**config.mk**
```make
export PLATFORM = sky130hd
export DESIGN_NAME = pe_sparse_mac
export DESIGN_NICKNAME = d
export VERILOG_FILES = /design/src/rtl/pe_sparse_mac_pkg.sv /design/src/rtl/pe_mac_pipe.sv /design/src/rtl/pe_sparse_mac.sv
export SDC_FILE = /design/constraint.sdc
export NUM_CORES = 1
export LEC_CHECK = 0
export CORE_MARGIN = 2
export CORE_UTILIZATION = 55
export CTS_BUF_LIST = sky130_fd_sc_hd__clkbuf_8
export CTS_CLUSTER_SIZE = 30
export DETAILED_ROUTE_END_ITERATION = 8
export HOLD_SLACK_MARGIN = 0.12
export PLACE_DENSITY_LB_ADDON = 0.25
export SYNTH_ARGS = -nofsm -noshare
export SYNTH_HDL_FRONTEND = slang
export SYNTH_SLANG_ARGS = --single-unit
```
**constraint.sdc**
```tcl
create_clock -name clk -period 8.49 [get_ports clk]
set_clock_uncertainty 0.05 [all_clocks]
set_input_delay 1.2735 -clock clk [delete_from_list [all_inputs] [get_ports clk]]
set_output_delay 1.2735 -clock clk [all_outputs]
set_load 0.02 [all_outputs]
```
**src/rtl/pe_sparse_mac_pkg.sv**
```systemverilog
// Shared definitions for the sparse MAC stage of a PE.
// Holds the sequencing FSM states, the default widths and the product-width helper.
package pe_sparse_mac_pkg;

  localparam int DEF_DATA_WIDTH = 32;
  localparam int DEF_ADDR_WIDTH = 5;
  localparam int DEF_ACT_WIDTH  = 8;
  localparam int DEF_WEI_WIDTH  = 8;
  localparam int DEF_PSUM_WIDTH = 24;
  localparam int DEF_PROD_WIDTH = DEF_ACT_WIDTH + DEF_WEI_WIDTH;

  typedef enum logic [2:0] {
    IDLE,
    WAIT,
    RUN,
    DRAIN,
    DONE
  } MacState;

  // A signed a*b product needs exactly a+b bits.
  function automatic int prodWidth(input int actWidth, input int weiWidth);
    return actWidth + weiWidth;
  endfunction

endpackage

```
**src/rtl/pe_mac_pipe.sv**
```systemverilog
// Read-data multiply and accumulate pipeline for the sparse MAC.
// Tracks each issued read through the product register into the wrapping accumulator.
module pe_mac_pipe
  import pe_sparse_mac_pkg::*;
#(
  parameter int ACT_WIDTH  = DEF_ACT_WIDTH,
  parameter int WEI_WIDTH  = DEF_WEI_WIDTH,
  parameter int PSUM_WIDTH = DEF_PSUM_WIDTH
) (
  input  logic                         clk,
  input  logic                         rst,
  input  logic                         rdIssue,
  input  logic                         squash,
  input  logic signed [ACT_WIDTH-1:0]  actData,
  input  logic signed [WEI_WIDTH-1:0]  weiData,
  input  logic                         psumClr,
  output logic        [PSUM_WIDTH-1:0] psum
);

  localparam int PROD_WIDTH = prodWidth(ACT_WIDTH, WEI_WIDTH);

  logic                         rdPending;
  logic                         prodValid;
  logic signed [PROD_WIDTH-1:0] prod;
  logic signed [PROD_WIDTH-1:0] prodNext;
  logic signed [PSUM_WIDTH-1:0] prodExt;
  logic signed [PSUM_WIDTH-1:0] acc;
  logic signed [PSUM_WIDTH-1:0] accBase;
  logic signed [PSUM_WIDTH-1:0] accAdd;

  assign prodNext = PROD_WIDTH'(actData) * PROD_WIDTH'(weiData);
  assign prodExt  = PSUM_WIDTH'(prod);

  // A squash drops both the read whose data is arriving and the product about to be summed.
  always_comb begin
    accBase = psumClr ? '0 : acc;
    accAdd  = (prodValid && !squash) ? prodExt : '0;
  end

  always_ff @(posedge clk) begin
    if (rst) begin
      rdPending <= 1'b0;
      prodValid <= 1'b0;
      prod      <= '0;
      acc       <= '0;
    end else begin
      rdPending <= rdIssue && !squash;
      prodValid <= rdPending && !squash;
      prod      <= prodNext;
      acc       <= accBase + accAdd;
    end
  end

  assign psum = acc;

endmodule

```
**src/rtl/pe_sparse_mac.sv**
```systemverilog
// Sparse MAC stage: turns flag-offset stage offsets into scratchpad reads
// and accumulates each matched activation/weight product into psum.
module pe_sparse_mac
  import pe_sparse_mac_pkg::*;
#(
  parameter int DATA_WIDTH = DEF_DATA_WIDTH,
  parameter int ADDR_WIDTH = DEF_ADDR_WIDTH,
  parameter int ACT_WIDTH  = DEF_ACT_WIDTH,
  parameter int WEI_WIDTH  = DEF_WEI_WIDTH,
  parameter int PSUM_WIDTH = DEF_PSUM_WIDTH
) (
  input  logic                  clk,
  input  logic                  rst,
  input  logic                  start,
  input  logic [ADDR_WIDTH:0]   offset_act,
  input  logic [ADDR_WIDTH:0]   offset_wei,
  output logic                  act_rd_en,
  output logic [ADDR_WIDTH-1:0] act_rd_addr,
  input  logic [ACT_WIDTH-1:0]  act_rd_data,
  output logic                  wei_rd_en,
  output logic [ADDR_WIDTH-1:0] wei_rd_addr,
  input  logic [WEI_WIDTH-1:0]  wei_rd_data,
  input  logic                  psum_clr,
  output logic [PSUM_WIDTH-1:0] psum,
  output logic                  busy,
  output logic                  done
);

  localparam logic [ADDR_WIDTH:0] ONE      = 1;
  localparam logic [ADDR_WIDTH:0] MAX_BASE = (ADDR_WIDTH + 1)'(DATA_WIDTH);

  MacState             state;
  MacState             nextState;
  logic [ADDR_WIDTH:0] baseAct;
  logic [ADDR_WIDTH:0] baseWei;
  logic [ADDR_WIDTH:0] actLast;
  logic [ADDR_WIDTH:0] weiLast;
  logic                match;
  logic                issue;

  assign match   = (offset_act != '0) && (offset_wei != '0);
  assign issue   = (state == RUN) && match && !start;
  assign actLast = baseAct + offset_act - ONE;
  assign weiLast = baseWei + offset_wei - ONE;

  always_ff @(posedge clk) begin
    if (rst) begin
      state <= IDLE;
    end else begin
      state <= nextState;
    end
  end

  // WAIT absorbs the offset stage's fill; a start from any state restarts the block.
  always_comb begin
    nextState = state;
    case (state)
      IDLE:    nextState = IDLE;
      WAIT:    nextState = RUN;
      RUN:     nextState = match ? RUN : DRAIN;
      DRAIN:   nextState = DONE;
      DONE:    nextState = IDLE;
      default: nextState = IDLE;
    endcase
    if (start) begin
      nextState = WAIT;
    end
  end

  always_ff @(posedge clk) begin
    if (rst || start) begin
      baseAct <= '0;
      baseWei <= '0;
    end else if (issue) begin
      baseAct <= baseAct + offset_act;
      baseWei <= baseWei + offset_wei;
    end
  end

  always_comb begin
    act_rd_en   = issue;
    wei_rd_en   = issue;
    act_rd_addr = '0;
    wei_rd_addr = '0;
    if (issue) begin
      act_rd_addr = actLast[ADDR_WIDTH-1:0];
      wei_rd_addr = weiLast[ADDR_WIDTH-1:0];
    end
  end

  assign busy = (state != IDLE);
  assign done = (state == DONE);

  pe_mac_pipe #(
    .ACT_WIDTH (ACT_WIDTH),
    .WEI_WIDTH (WEI_WIDTH),
    .PSUM_WIDTH(PSUM_WIDTH)
  ) macPipe (
    .clk    (clk),
    .rst    (rst),
    .rdIssue(issue),
    .squash (start),
    .actData(act_rd_data),
    .weiData(wei_rd_data),
    .psumClr(psum_clr),
    .psum   (psum)
  );

  // A well-formed offset stream never walks a base past the end of the flag block.
  assert property (@(posedge clk) disable iff (rst)
    (baseAct <= MAX_BASE) && (baseWei <= MAX_BASE));

endmodule

```
==> metrics.md <==
| Metric | Value |
|---|---|
| Outcome | `finished, final reports clean` |
| Pwr/cell area | `161 nW/um2` |
| Max Cap Viol | `0` |
| Die width | `109 um` |
| Setup crit end kind | `flop` |
| Core area | `10800 um2` |
| Routed len/inst | `14.4 um` |
| Post-CTS sizing | `0` |
| Area delta synth->final | `14.8%` |
| Ys async rst share | `0%` |
| Initial Utilization | `56.4%` |
| CP Max Fanout | `8` |
| CP delay by family, top | `adder cells` |
| Type of origin of the critical path | `input pin` |
| GPL Wtd Cong | `0.889` |
| Worst-path cell chain | `clkdlybuf4s50_1, clkinv_1, nor2_1, fa_1, fa_1, fa_1, inv_1, fa_1, inv_1, ha_1, or3_1, o21ai_0, a21oi_1, o41ai_1, mux2_2` |
| Reg clk slew, reported paths | `0.10 ns` |
| Global-route wire length before repair | `22.6 mm` |
| DRC errors left | `0` |
| Req. time, crit path | `8.65 ns` |
| CTS tree | `built` |
| Vias in the first global route | `4999` |
| Setup TNS | `0 ns` |
| Pin count of the biggest net entering global routing | `54` |
| Antenna violations before repair | `0` |
| CP peak stage delay | `0.55 ns` |
| Register bit total from synthesis | `55` |
| Top Ports | `70` |
| Most frequent cells in the layout | `inv_1, clkdlybuf4s50_1, nor2_1, ha_1, fa_1` |
| Share of the synthesized area in the top cell type | `19.0%` |
| Hold buffers post-CTS | `0` |
| I/O Buffers | `69` |
| Die height | `109 um` |
| Post-Syn Instances | `708` |
| Finished Layout Cells | `909` |
| Largest area contributor in the netlist | `fa_1` |
| Max Fclk | `171 MHz` |
| Routed vias | `4985` |
| Root buffer cell | `clkbuf_8` |
| Ys flop type | `dfxtp_1` |
| Final ANT Viol Nets | `0` |
| CP bufs+invs | `4` |
| All-layer global routing usage | `23.5%` |
| Gr ovfl total | `0` |
| Cts bufs inserted | `5` |
| Worst slew pin tran | `0.828 ns` |
| Static leakage | `3.23 nW` |
| Arrival @ worst endpoint | `6.02 ns` |
| Syn_area_per_cell | `8.63 um2` |
| Dpl cells | `902` |
| Fin crit period | `5.86 ns` |
| Crit-path slowest cell | `fa_1` |
| VDD IR max | `182 uV` |
| Die area | `12000 um2` |
| H-tree depth | `2` |
| Num rows | `38` |
| Routed wire length | `13.1 mm` |
| First drt pass iteration count | `5` |
| Post-CTS Setup Repair Bufs | `0` |
| Worst slew margin | `44.6%` |
| Share of layout cells above drive strength 1 | `4.29%` |
| Hold Fails Final Rpt | `0` |
| Synth warn | `0` |
| CTS sink count | `55` |
| Fin crit share | `69.1%` |
| Pins Over Slew Limit | `0` |
| Mapped Area | `6110 um2` |
| Synth Net Count | `860` |
| Post-DP HPWL | `10.5 mm` |
| Synth area leaders | `fa_1, dfxtp_1, ha_1, and2_1, inv_1` |
| Commonest non-fill, non-tap cell in the layout | `inv_1` |
| Ant diodes | `0` |
| Vias/cell | `5.48` |
| Initial drt markers | `273` |
| Post-synth EDFFs | `0` |
| Setup Viol. Count Final | `0` |
| RSZ-0062 raised after global routing | `false` |
| Most frequent CP cell | `fa_1` |
| Synth unique cells | `66` |
| HP Class | `reg2reg` |
| Layout net count | `921` |
| Critical path class | `in2reg` |
| Clk buf depth | `2` |
| Sequential-to-total area share from yosys stat | `18.0%` |
| Fill cells | `948` |
| Clock latency on the worst-skew pair | `0.31 ns` |
-- cell usage after synthesis, types with 2 or more instances --
master,number
o211ai_1,3
nor3_1,19
o21ai_0,12
clkbuf_1,11
xnor2_1,29
a211oi_1,3
o21bai_1,3
xor2_1,9
a21boi_0,2
nor3b_1,5
and2_1,55
nand3_1,9
mux2_1,3
a21oi_1,36
inv_1,89
nor2b_1,42
a21o_1,17
nor2_1,66
or3_1,4
mux2i_1,5
o31ai_1,3
nand2b_1,7
buf_2,3
a31o_2,2
nor4_1,3
and3_1,4
fa_1,58
a31oi_1,2
dfxtp_1,55
o21a_1,10
ha_1,62
nand2_1,39
mux2_2,4
clkbuf_2,2
-- state kept, by name (all words and copies together) (netlist names) --
name / count
macPipe.prodValid: 1
state: 3
macPipe.prod: 16
macPipe.psum: 24
baseWei: 5
baseAct: 5
macPipe.rdPending: 1
-- power by group --
group | internal [mW] | switching, mW | total, mW
combinational | 0.301 | 0.366 | 0.667
clock | 0.0855 | 0.0844 | 0.170
sequential | 0.287 | 0.00574 | 0.292
total | 0.673 | 0.456 | 1.13
-- through the flow --
stage	setup WS (ns)	hold slack, ns	area [um2]	power (mW)	util [%]
5_1_grt	2.33	0.401	7010	1.26	64.7
6_report	2.63	0.372	7010	1.13	64.7
3_3_place_gp	2.38	0.347	6910	0.942	63.8
4_1_cts	2.63	0.378	7010	1.14	64.7
2_1_floorplan	3.12	0.344	6110	0.821	-
3_5_place_dp	2.31	0.366	6910	0.966	63.8
-- cell type report --
type	count	area, um2	share of cell area, %
flip-flops and latches	55	1100	15.7
inverters	90	338	4.82
repair buffers	71	701	9.99
clock buffers	5	68.8	0.981
multi-input cells	546	4600	65.5
well taps	140	175	2.50
clock inverters	2	33.8	0.482
-- worst reg2reg max path, cell delays in order (launching register included) --
cell and delay, ns:
dfxtp_1 0.33, nor2b_1 0.59, and2_1 0.23, ha_1 0.23, inv_1 0.08, fa_1 0.40
nand2b_2 0.21, a21oi_2 0.22, a211oi_4 0.11, o31ai_4 0.35, a31oi_1 0.15, mux2_1 0.33
-- cells by family (layout without fill, tap and decap cells) --
| family | after synthesis | in the layout | synth area share, % |
|---|---|---|---|
| muxes | 13 | 13 | 2.35 |
| xor gates and xnor gates | 38 | 38 | 5.45 |
| DFF | 55 | 55 | 18.0 |
| buffers and inverters | 107 | 168 | 6.74 |
| adders and majority gates | 120 | 120 | 31.7 |
| and+or+nand+nor | 261 | 261 | 22.2 |
| AOI/OAI and AO/OA | 114 | 114 | 13.5 |
-- worst paths after layout --
check                                  startpoint                 to  slack (ns)  cells past startpoint
worst max register to register  macPipe.prodValid   macPipe.psum[18]        5.11                     11
worst max-delay path               wei_rd_data[7]   macPipe.prod[14]        2.63                     15
worst min-delay path            macPipe.rdPending  macPipe.prodValid        0.37                      2
worst min register to register  macPipe.rdPending  macPipe.prodValid        0.37                      2
-- per-layer routing --
metal	GRT usage, %	part of all wire [%]
met5	0	0
met2	42.7	51
met4	5.24	1.6
met3	2.55	3.5
met1	30.0	44
(Power assumes the default switching activity.)
